--- config.mk ---
export PLATFORM = sky130hd
export DESIGN_NAME = cordic_phase_sequencer
export DESIGN_NICKNAME = d
export VERILOG_FILES = /design/src/rtl/cordic_phase_sequencer.sv
export SDC_FILE = /design/constraint.sdc
export NUM_CORES = 1
export LEC_CHECK = 0
export ABC_CLOCK_PERIOD_IN_PS = 3800
export CAP_MARGIN = 20
export CORE_UTILIZATION = 45
export CTS_BUF_LIST = sky130_fd_sc_hd__clkbuf_16
export DETAILED_ROUTE_END_ITERATION = 7
export PLACE_DENSITY = 0.85
export SLEW_MARGIN = 10
export SYNTH_ARGS = -nofsm -noshare
export SYNTH_HDL_FRONTEND = slang
export SYNTH_SLANG_ARGS = --single-unit
--- constraint.sdc ---
create_clock -name clock -period 3.8 [get_ports clock]
set_input_delay 0.76 -clock clock [delete_from_list [all_inputs] [get_ports clock]]
set_output_delay 0.76 -clock clock [all_outputs]
set_load 0.02 [all_outputs]
--- src/rtl/cordic_phase_sequencer.sv ---
// cordic_phase_sequencer: front-end sequencer for the iterative CORDIC
// core and offset-binary quarter selector; one phase in, one (x,y) out.
module cordic_phase_sequencer #(
    parameter int DATA_WIDTH  = 12,
    parameter int PHASE_WIDTH = 16,
    parameter int TIMEOUT     = 16,
    parameter int SEL_LATENCY = 1
) (
    input  logic                   clock,
    input  logic                   reset,
    input  logic                   in_valid,
    output logic                   in_ready,
    input  logic [PHASE_WIDTH-1:0] in_phase,
    output logic                   core_start,
    output logic [PHASE_WIDTH-3:0] core_angle,
    input  logic                   core_done,
    output logic [1:0]             sel_quarter,
    input  logic [DATA_WIDTH:0]    sel_x,
    input  logic [DATA_WIDTH:0]    sel_y,
    output logic                   out_valid,
    input  logic                   out_ready,
    output logic [DATA_WIDTH:0]    out_x,
    output logic [DATA_WIDTH:0]    out_y,
    output logic                   out_err,
    output logic                   busy
);

    localparam int TW = $clog2(TIMEOUT) + 1;
    localparam int SW = $clog2(SEL_LATENCY + 1) + 1;

    localparam logic [TW-1:0] TIMER_LAST = TW'(TIMEOUT - 1);
    localparam logic [SW-1:0] SEL_LAST   = SW'(SEL_LATENCY);

    localparam logic [DATA_WIDTH:0] MIDSCALE =
        {2'b01, {(DATA_WIDTH-1){1'b0}}};

    typedef enum logic [2:0] {
        S_IDLE,
        S_LOAD,
        S_RUN,
        S_SEL,
        S_OUT
    } state_t;

    state_t state_q;
    state_t state_d;

    logic [TW-1:0] timer_q;
    logic [SW-1:0] sel_cnt_q;

    logic accept;
    logic clr_cnt;
    logic inc_timer;
    logic inc_sel;
    logic abort;
    logic capture;

    logic [1:0]             quadrant;
    logic [PHASE_WIDTH-3:0] frac;

    assign quadrant = in_phase[PHASE_WIDTH-1:PHASE_WIDTH-2];
    assign frac     = in_phase[PHASE_WIDTH-3:0];

    assign in_ready   = (state_q == S_IDLE);
    assign busy       = (state_q != S_IDLE);
    assign core_start = (state_q == S_LOAD);
    assign out_valid  = (state_q == S_OUT);

    // State register; reset returns to IDLE from anywhere.
    always_ff @(posedge clock) begin
        if (reset) begin
            state_q <= S_IDLE;
        end else begin
            state_q <= state_d;
        end
    end

    // Next-state and datapath strobes; core_done only counts in RUN.
    always_comb begin
        state_d   = state_q;
        accept    = 1'b0;
        clr_cnt   = 1'b0;
        inc_timer = 1'b0;
        inc_sel   = 1'b0;
        abort     = 1'b0;
        capture   = 1'b0;
        unique case (state_q)
            S_IDLE: begin
                if (in_valid) begin
                    accept  = 1'b1;
                    state_d = S_LOAD;
                end
            end
            S_LOAD: begin
                clr_cnt = 1'b1;
                state_d = S_RUN;
            end
            S_RUN: begin
                if (core_done) begin
                    state_d = S_SEL;
                end else if (timer_q == TIMER_LAST) begin
                    abort   = 1'b1;
                    state_d = S_OUT;
                end else begin
                    inc_timer = 1'b1;
                end
            end
            S_SEL: begin
                if (sel_cnt_q == SEL_LAST) begin
                    capture = 1'b1;
                    state_d = S_OUT;
                end else begin
                    inc_sel = 1'b1;
                end
            end
            S_OUT: begin
                if (out_ready) begin
                    state_d = S_IDLE;
                end
            end
            default: begin
                state_d = S_IDLE;
            end
        endcase
    end

    // Request latch, timers and result registers.
    always_ff @(posedge clock) begin
        if (reset) begin
            timer_q     <= '0;
            sel_cnt_q   <= '0;
            core_angle  <= '0;
            sel_quarter <= 2'b00;
            out_x       <= MIDSCALE;
            out_y       <= MIDSCALE;
            out_err     <= 1'b0;
        end else begin
            if (accept) begin
                sel_quarter <= quadrant;
                core_angle  <= quadrant[0] ? ~frac : frac;
                out_err     <= 1'b0;
            end
            if (clr_cnt) begin
                timer_q   <= '0;
                sel_cnt_q <= '0;
            end
            if (inc_timer) begin
                timer_q <= timer_q + TW'(1);
            end
            if (inc_sel) begin
                sel_cnt_q <= sel_cnt_q + SW'(1);
            end
            if (abort) begin
                out_x   <= MIDSCALE;
                out_y   <= MIDSCALE;
                out_err <= 1'b1;
            end
            if (capture) begin
                out_x   <= sel_x;
                out_y   <= sel_y;
                out_err <= 1'b0;
            end
        end
    end

endmodule

==> qor.txt <==
Syn Nets: 268
number of global-route vias before repair: 1,852
die area: 0.005120 mm²
synth unique cells: 43
initial DRC count: 97
Worst-Skew Late Latency: 290 ps
synthesis-to-layout area growth: 50.34%
Max Cap Viol: 0
initial antenna violation count: 0
final setup fails: 0
wire length per cell: 14.27 µm
Reg area: 0.001061 mm²
CTS Root Cell: clkbuf_16
# diodes: 0
post-synthesis register bit count: 53
die height: 71.56 µm
Yosys warnings: 0
Min Hold Slack: 473.7 ps
Final Cycle Share: 75.61%
CTS sink cnt: 53
Final TNS setup: 0 ps
CP Launch Type: flop
share of layout cells above drive strength 1: 4.967%
GR Overflow Total: 0
fin crit period: 2873 ps
overall power: 1.362 mW
HPWL Detailed: 3467 µm
Filler cells: 358
vias per std cell: 5.573
TritonCTS clock tree: built
Via Count: 1,973
max-slew violations: 0
Least-Margin Pin Slew: 922.1 ps
total track usage: 20.89%
CP Capture Type: output port
Crit Path Max Fanout: 16
clk slew on worst S/H paths: 60 ps
RSZ-0062 raised after global routing: no
htree depth: 2
arrival time worst endpoint: 2110 ps
crit path kind: flop to output port
largest net degree at the start of global routing: 32
Worst Skew: 6.697 ps
CTS buffer count: 5
Fmax: 0.3481 GHz
status: complete, no violations
core area: 0.004504 mm²
area occupied by multi-input gates: 0.001012 mm²
pwr dens: 416.1 mW/mm²
total wire length: 5051 µm
Post-CTS Setup Bufs: 0
Post-Syn Area: 0.002177 mm²
post-route ant nets: 0
# rows: 24
Max clock buf depth: 2
Initial Utilization: 48.33%
Detailed Routing Iterations Pass 1: 4
global-route wire length before repair: 8452 µm
Mapped Cells: 218
Hold-fix buffers, CTS: 0
Die Wd: 71.56 µm
sequential share of the synthesized area: 48.74%
Leak: 1.151 nW
number of port buffers: 93
worst min path class: flop to flop
final hold viol count: 0
RePlAce Congestion: 0.7793
Max rail drop VDD: 0.3248 mV
syn_area_per_cell: 9.987 µm²
Slew Limit Headroom: 38.53%
post-CTS sizing: 0
residual DRC count: 0
Final nets: 351
Worst EP required: 3040 ps
Ports: 94
[cell usage after synthesis]
cell type,instances,area (µm²)
and3_1,1,6.260
nor3_1,1,5.000
o211ai_1,4,30.03
o21ai_1,1,5.000
or3b_2,1,8.760
inv_1,7,26.28
mux2i_1,2,20.02
nand2b_1,4,25.02
nand3b_1,1,7.510
o2111ai_1,1,8.760
clkinv_1,1,3.750
or2b_1,1,7.510
a2111oi_0,1,8.760
nor4_1,1,6.260
a211oi_1,16,120.1
clkbuf_1,16,60.06
nor2b_1,2,12.51
or3_1,1,6.260
o311a_1,1,10.01
a21oi_1,4,20.02
nor3b_1,3,22.52
clkbuf_2,1,5.000
buf_2,3,15.01
and2_1,4,25.02
a31oi_1,2,12.51
xnor2_1,14,122.6
o21ai_0,4,20.02
nand2_1,2,7.510
a32o_1,24,240.2
buf_1,1,3.750
nor4b_1,3,26.28
o41ai_1,1,8.760
or4_1,2,15.01
or3b_1,1,8.760
dfxtp_1,53,1061
nand4_1,1,6.260
a22oi_1,3,22.52
and4b_1,1,10.01
ha_1,3,37.54
nor2_1,20,75.07
nand3_1,2,10.01
nand4b_1,2,17.52
or2_2,1,6.260
[flip-flops by register name, indices dropped and copies added, names as in the netlist]
signal and flops:
state_q 3, out_y 13, sel_quarter 2, sel_cnt_q 2, core_angle 14, out_err 1
timer_q 5, out_x 13
[report_power, final]
part	total (mW)	switching, mW	internal, mW	leakage (nW)
clock	0.433	0.191	0.242	0.0672
sequential	0.621	0.0319	0.589	0.431
combinational	0.308	0.149	0.159	0.653
[area by class of cell]
class / instances / share of cell area (%)
sequential: 53 / 32.42
multi-input combinational: 136 / 30.93
timing repair buffer: 97 / 29.36
clock buffer: 5 / 3.823
tap: 52 / 1.988
inverter: 8 / 0.9174
clock inverter: 3 / 0.5734
[logic make-up after synthesis]
group	after synthesis	share of synthesized area [%]
buffers and inverters	29	5.229
multiplexers	2	0.9196
adder cells (fa/ha/maj)	3	1.724
XOR/XNOR	14	5.632
AO/OA/AOI/OAI	62	23.28
AND/OR/NAND/NOR	55	14.48
flip-flops	53	48.74
[layout by cell type (no fill, tap or decap), types with 2 or more instances in the layout]
| master | n |
|---|---|
| clkdlybuf4s50_1 | 93 |
| dfxtp_1 | 53 |
| a32o_1 | 24 |
| nor2_1 | 20 |
| a211oi_1 | 16 |
| xnor2_1 | 14 |
| inv_1 | 8 |
| clkbuf_16 | 5 |
| o211ai_1 | 4 |
| a21oi_1 | 4 |
| and2_1 | 4 |
| o21ai_0 | 4 |
| nand2b_1 | 4 |
| buf_4 | 4 |
| nor3b_1 | 3 |
| a22oi_1 | 3 |
| ha_1 | 3 |
| nor4b_1 | 2 |
| nand2_1 | 2 |
| mux2i_1 | 2 |
| nor2b_1 | 2 |
| or4_1 | 2 |
| nand3_1 | 2 |
| a31oi_1 | 2 |
| nand4b_1 | 2 |
| clkinvlp_4 | 2 |
[worst max-delay path: stages (launching register included)]
cell and delay [ps]:
dfxtp_1 600, or3b_2 560, inv_1 80, clkdlybuf4s50_1 590
[worst paths after layout]
path                                  start                        end  slack, ps  cells after the start
setup / recovery    state_q[0]$_SDFFE_PP0P_                 core_start        930                      3
hold / removal    sel_cnt_q[1]$_SDFFE_PP0P_  sel_cnt_q[1]$_SDFFE_PP0P_        470                      2
setup reg to reg    timer_q[0]$_SDFFE_PP0P_    timer_q[3]$_SDFFE_PP0P_       1650                      6
hold reg to reg   sel_cnt_q[1]$_SDFFE_PP0P_  sel_cnt_q[1]$_SDFFE_PP0P_        470                      2
[metrics by stage]
stage          cell area [µm²]  setup WS, ps  util, %  instances
2_1_floorplan             2177          1671        -        218
3_3_place_gp              3129          1271    69.47        346
3_5_place_dp              3129          1248    69.47        346
4_1_cts                   3273         938.5    72.67        354
5_1_grt                   3273         805.4    72.67        354
6_report                  3273         927.0    72.67        354
[metal layers]
layer | share of wire, % | vias to the layer above | track usage [%] | wire length (µm)
met1 | 44 | 900 | 24.60 | 2210
met2 | 44 | 90 | 34.07 | 2220
li1 | - | 976 | - | -
met3 | 11 | 7 | 9.845 | 559
met5 | 0 | - | 0 | 0
met4 | 1.2 | 0 | 6.318 | 61
Note: power is estimated with default switching activity, not from simulation.
